## src/rtl/wr_burst_ctrl.sv

```systemverilog
// Write-side burst controller: passes a counted burst of source words into an async FIFO.
// Define WR_BURST_ABORT_EN to add the abort input that ends a burst early.
module wr_burst_ctrl #(
    parameter int unsigned ADDR_SIZE    = 4,
    parameter int unsigned DATA_SIZE    = 8,
    parameter int unsigned LEN_SIZE     = 8,
    parameter int unsigned AFULL_THRESH = 12
) (
    input  logic                 wclk,
    input  logic                 wrst,
    input  logic                 start,
    input  logic [LEN_SIZE-1:0]  burst_len,
    input  logic                 s_valid,
    input  logic [DATA_SIZE-1:0] s_data,
    output logic                 s_ready,
    input  logic                 wfull,
    input  logic [ADDR_SIZE:0]   wptr,
    input  logic [ADDR_SIZE:0]   wq2_rptr,
`ifdef WR_BURST_ABORT_EN
    input  logic                 abort,
`endif
    output logic                 winc,
    output logic [DATA_SIZE-1:0] wdata,
    output logic                 busy,
    output logic                 done,
    output logic [LEN_SIZE-1:0]  words_written,
    output logic [ADDR_SIZE:0]   wlevel,
    output logic                 walmost_full
);

    localparam int unsigned LvlW = ADDR_SIZE + 1;
    localparam logic [LvlW-1:0] AfullLvl = LvlW'(AFULL_THRESH);

    typedef enum logic [1:0] {StIdle, StWrite, StDone} state_t;

    state_t              state;
    logic [LEN_SIZE-1:0] remaining;
    logic                abort_hit;
    logic [LvlW-1:0]     wlevel_next;

`ifdef WR_BURST_ABORT_EN
    assign abort_hit = abort;
`else
    assign abort_hit = 1'b0;
`endif

    function automatic logic [LvlW-1:0] gray2bin(input logic [LvlW-1:0] g);
        logic [LvlW-1:0] b;
        for (int i = 0; i < LvlW; i++) begin
            b[i] = ^(g >> i);
        end
        return b;
    endfunction

    // Source handshake is purely combinational so a word moves straight through.
    assign s_ready = (state == StWrite) & ~wfull & ~abort_hit;
    assign winc    = s_ready & s_valid;
    assign wdata   = s_data;

    always_ff @(posedge wclk or posedge wrst) begin
        if (wrst) begin
            state         <= StIdle;
            remaining     <= '0;
            words_written <= '0;
            done          <= 1'b0;
            busy          <= 1'b0;
        end else begin
            case (state)
                StIdle: begin
                    done <= 1'b0;
                    if (start) begin
                        words_written <= '0;
                        busy          <= 1'b1;
                        if (burst_len != '0) begin
                            remaining <= burst_len;
                            state     <= StWrite;
                        end else begin
                            done  <= 1'b1;
                            state <= StDone;
                        end
                    end
                end
                StWrite: begin
                    if (abort_hit) begin
                        done  <= 1'b1;
                        state <= StDone;
                    end else if (winc) begin
                        remaining     <= remaining - LEN_SIZE'(1);
                        words_written <= words_written + LEN_SIZE'(1);
                        if (remaining == LEN_SIZE'(1)) begin
                            done  <= 1'b1;
                            state <= StDone;
                        end
                    end
                end
                StDone: begin
                    done  <= 1'b0;
                    busy  <= 1'b0;
                    state <= StIdle;
                end
                default: begin
                    done  <= 1'b0;
                    busy  <= 1'b0;
                    state <= StIdle;
                end
            endcase
        end
    end

    // Level wraps modulo the pointer width; out-of-range values are passed through as-is.
    assign wlevel_next = gray2bin(wptr) - gray2bin(wq2_rptr);

    always_ff @(posedge wclk or posedge wrst) begin
        if (wrst) begin
            wlevel       <= '0;
            walmost_full <= 1'b0;
        end else begin
            wlevel       <= wlevel_next;
            walmost_full <= (wlevel_next >= AfullLvl);
        end
    end

endmodule

```

## config.mk

```make
export PLATFORM = sky130hd
export DESIGN_NAME = wr_burst_ctrl
export DESIGN_NICKNAME = d
export VERILOG_FILES = /design/src/rtl/wr_burst_ctrl.sv
export SDC_FILE = /design/constraint.sdc
export NUM_CORES = 1
export LEC_CHECK = 0
export CAP_MARGIN = 30
export CORE_ASPECT_RATIO = 1.2
export CORE_MARGIN = 3
export CORE_UTILIZATION = 30
export DETAILED_ROUTE_END_ITERATION = 10
export PLACE_DENSITY_LB_ADDON = 0.05
export SYNTH_ARGS = -nofsm -noshare
export SYNTH_HDL_FRONTEND = slang
export SYNTH_SLANG_ARGS = --single-unit
```

## constraint.sdc

```tcl
create_clock -name wclk -period 2.65 [get_ports wclk]
set_input_delay 0.265 -clock wclk [delete_from_list [all_inputs] [get_ports wclk]]
set_output_delay 0.265 -clock wclk [all_outputs]
set_load 0.02 [all_outputs]
```

==> flow_summary.json <==
{
  "ys_warn_count": 0,
  "yosys-top-cells-area": "dfrtp_1, a21oi_1, ha_1, buf_4, xor2_2",
  "pre_cts_slack_ns": -0.151,
  "drtIter0Drc": 63,
  "syn_avg_cell_area_sq_um": 9.33,
  "nets": 260,
  "htreeDepth": 1,
  "slowest_stage": "clkdlybuf4s50_1",
  "relSlewSlack_pct": 57.3,
  "vias": 1378,
  "period_minus_slack_ns": 2.48,
  "path_class": "in2reg",
  "synth_fp_nets": 213,
  "tightest_slew_ns": 0.635,
  "start_util_pct": 32.0,
  "fmax_ghz": 0.404,
  "cts_tree": "done",
  "core-area_sq_um": 5080,
  "clk_latency_ns": 0.26,
  "ctsHoldBuffers": 0,
  "yosysSeqAreaShare_pct": 40.1,
  "place.port_buffers": 40,
  "worstRegToRegCells": 6,
  "first_pass_iters": 4,
  "p_leak_uw": 0.000950,
  "cts_buffers": 3,
  "arrival_ns": 2.63,
  "fp.dieW_um": 73.2,
  "ir_drop_mv": 0.528,
  "ant_nets": 0,
  "regToRegSetupSlack_ns": 0.98,
  "status": "finished, final reports clean",
  "rsz0062_at_grt": "no",
  "synth_cells": 174,
  "grt_pass1_wl_mm": 6.64,
  "io_pins": 57,
  "setup_slack_ns": 0.174,
  "powerDensity_nw_per_um2": 912,
  "drv_slew": 0,
  "cp-startpoint": "wptr[4]",
  "path_cells": "clkdlybuf4s50_1, xor2_2, xor2_2, xnor2_2, xor2_1, ha_1, fa_1, inv_1, a21o_1, a21oi_1, xnor2_1, a21o_1",
  "n_antenna_cell": 0,
  "dp_hpwl_mm": 3.18,
  "totalWireLength_mm": 4.03,
  "grt_usage_pct": 13.0,
  "yosysTopAreaCell": "dfrtp_1",
  "setup_viol_count_final": 0,
  "synthDistinctLibCells": 36,
  "via_per_inst": 4.94,
  "detail_route.wl_per_cell_um": 14.4,
  "rows": 28,
  "path_clk_slew_ns": 0.09,
  "syn_to_final_growth_pct": 33.3,
  "end_kind": "flip-flop",
  "post_cts_resized": 0,
  "syn_area_sq_um": 1620,
  "drc": 0,
  "worstPathMaxFanout": 2,
  "whs_ns": 0.352,
  "maxCapViolCount": 0,
  "cp.required_ns": 2.81,
  "max_stage_delay_ns": 0.53,
  "die_h_um": 86.6,
  "cts.sink_count": 26,
  "layout-drive-gt1-share_pct": 12.3,
  "dieArea_sq_um": 6340,
  "setup_tns_ns": 0,
  "place.gp.congestion": 0.761,
  "root_buffer": "clkbuf_8",
  "r2r_end": "remaining[7]",
  "grt_pass1_vias": 1501,
  "p_total_uw": 1980,
  "fin_skew_ns": 0.00842,
  "cp-start-kind": "input pin",
  "hp-class": "in2async",
  "period_share_pct": 93.4,
  "timing.final.hold_violations": 0,
  "grt-ovfl-total": 0,
  "synth_top_area_share_pct": 40.1,
  "regToRegStartpoint": "state[0]",
  "grt_max_degree": 27,
  "ys_ff_latch": 26,
  "clockBufferDepth": 2,
  "cts_setup_buffers": 0,
  "antenna_found_initial": 0
}
[per-layer routing]
metal  global-route usage (%)  wire [um]  vias to the layer above
li1                         -          -                      672
met1                     14.4       1630                      661
met2                     23.8       2070                       41
met3                     2.90        288                        4
met4                     4.70         42                        0
met5                        0          0                        -
[metrics by stage]
step,utilization (%),cell area (sq um),std cells
2_1_floorplan,-,1620,174
3_3_place_gp,41.8,2120,276
3_5_place_dp,41.8,2120,276
4_1_cts,42.6,2160,279
5_1_grt,42.6,2160,279
6_report,42.6,2160,279
[registers in the layout, indices dropped and copies added (netlist names)]
register and count:
remaining 8, walmost_full 1, done 1, busy 1, state 2, words_written 8, wlevel 5
[cell type report]
| class | instances | area [sq um] |
|---|---|---|
| well taps | 60 | 75.1 |
| repair buffers | 54 | 505 |
| flip-flops and latches | 26 | 651 |
| multi-input cells | 123 | 843 |
| inverters | 13 | 48.8 |
| fillers | 478 | 2920 |
| clock buffers | 3 | 41.3 |
[cell usage after synthesis]
library cell / instances
dfrtp_1: 26
a21oi_1: 18
inv_1: 13
nor2_1: 13
nand2_1: 10
buf_4: 9
o21ai_0: 9
ha_1: 7
xor2_1: 7
nand3_1: 5
nand4_1: 5
nor2b_1: 5
nor3_1: 5
xnor2_1: 5
xor2_2: 4
a21o_1: 3
a31oi_1: 3
and2_1: 3
o22ai_1: 3
and3_1: 2
buf_2: 2
nor4_1: 2
xnor2_2: 2
a21oi_4: 1
a2bb2oi_1: 1
and3b_1: 1
clkbuf_1: 1
fa_1: 1
nand2_2: 1
nand2b_1: 1
nand3b_1: 1
nand3b_2: 1
o21a_1: 1
o22a_1: 1
o31ai_1: 1
or2_2: 1
[critical path, delay by kind of cell]
family | cells | cell delay (ns)
buffers and inverters | 2 | 0.59
AOI/OAI and AO/OA | 3 | 0.33
adders and majority gates | 2 | 0.62
xor gates and xnor gates | 5 | 0.81
[cell usage in the layout, fill, tap and decap left out]
master	count
xnor2_1	5
inv_1	13
dfrtp_1	26
ha_1	7
nand2_1	10
nor3_1	5
nand4_1	5
a21o_1	3
nand3b_2	1
nand3b_1	1
xor2_2	4
and3_1	2
o21ai_0	9
nand2_2	1
nor2b_1	5
o22a_1	1
nand3_1	5
fa_1	1
and2_1	3
clkbuf_8	3
o22ai_1	3
a21oi_1	18
buf_4	14
xnor2_2	2
clkdlybuf4s50_1	40
o21a_1	1
or2_2	1
nand2b_1	1
o31ai_1	1
nor2_1	13
a31oi_1	3
nor4_1	2
a2bb2oi_1	1
xor2_1	7
a21oi_4	1
and3b_1	1
[where the power goes]
part	leakage, uW	switching [uW]	internal, uW
Sequential	0.000320	120	551
Combinational	0.000609	589	496
Clock	0.0000216	117	102
[cell families (layout without fill, tap and decap cells)]
kind of cell    count (synthesis)  count (layout)  synth area share, %
compound gates                 41              41                 15.0
xor+xnor                       18              18                 12.5
fa+ha+maj                       8               8                 6.63
buf+inv                        25              70                 8.01
flops                          26              26                 40.1
simple gates                   56              56                 17.8
[how the worst max path moves through the flow]
stage | end | slack [ns]
final | walmost_full | 0.17
after global routing | walmost_full | 0.01
after CTS | walmost_full | 0.13
after detailed placement | walmost_full | -0.15
after global placement | walmost_full | -0.04
after floorplan | walmost_full | 0.48
Power figures use the tool's default switching activity.
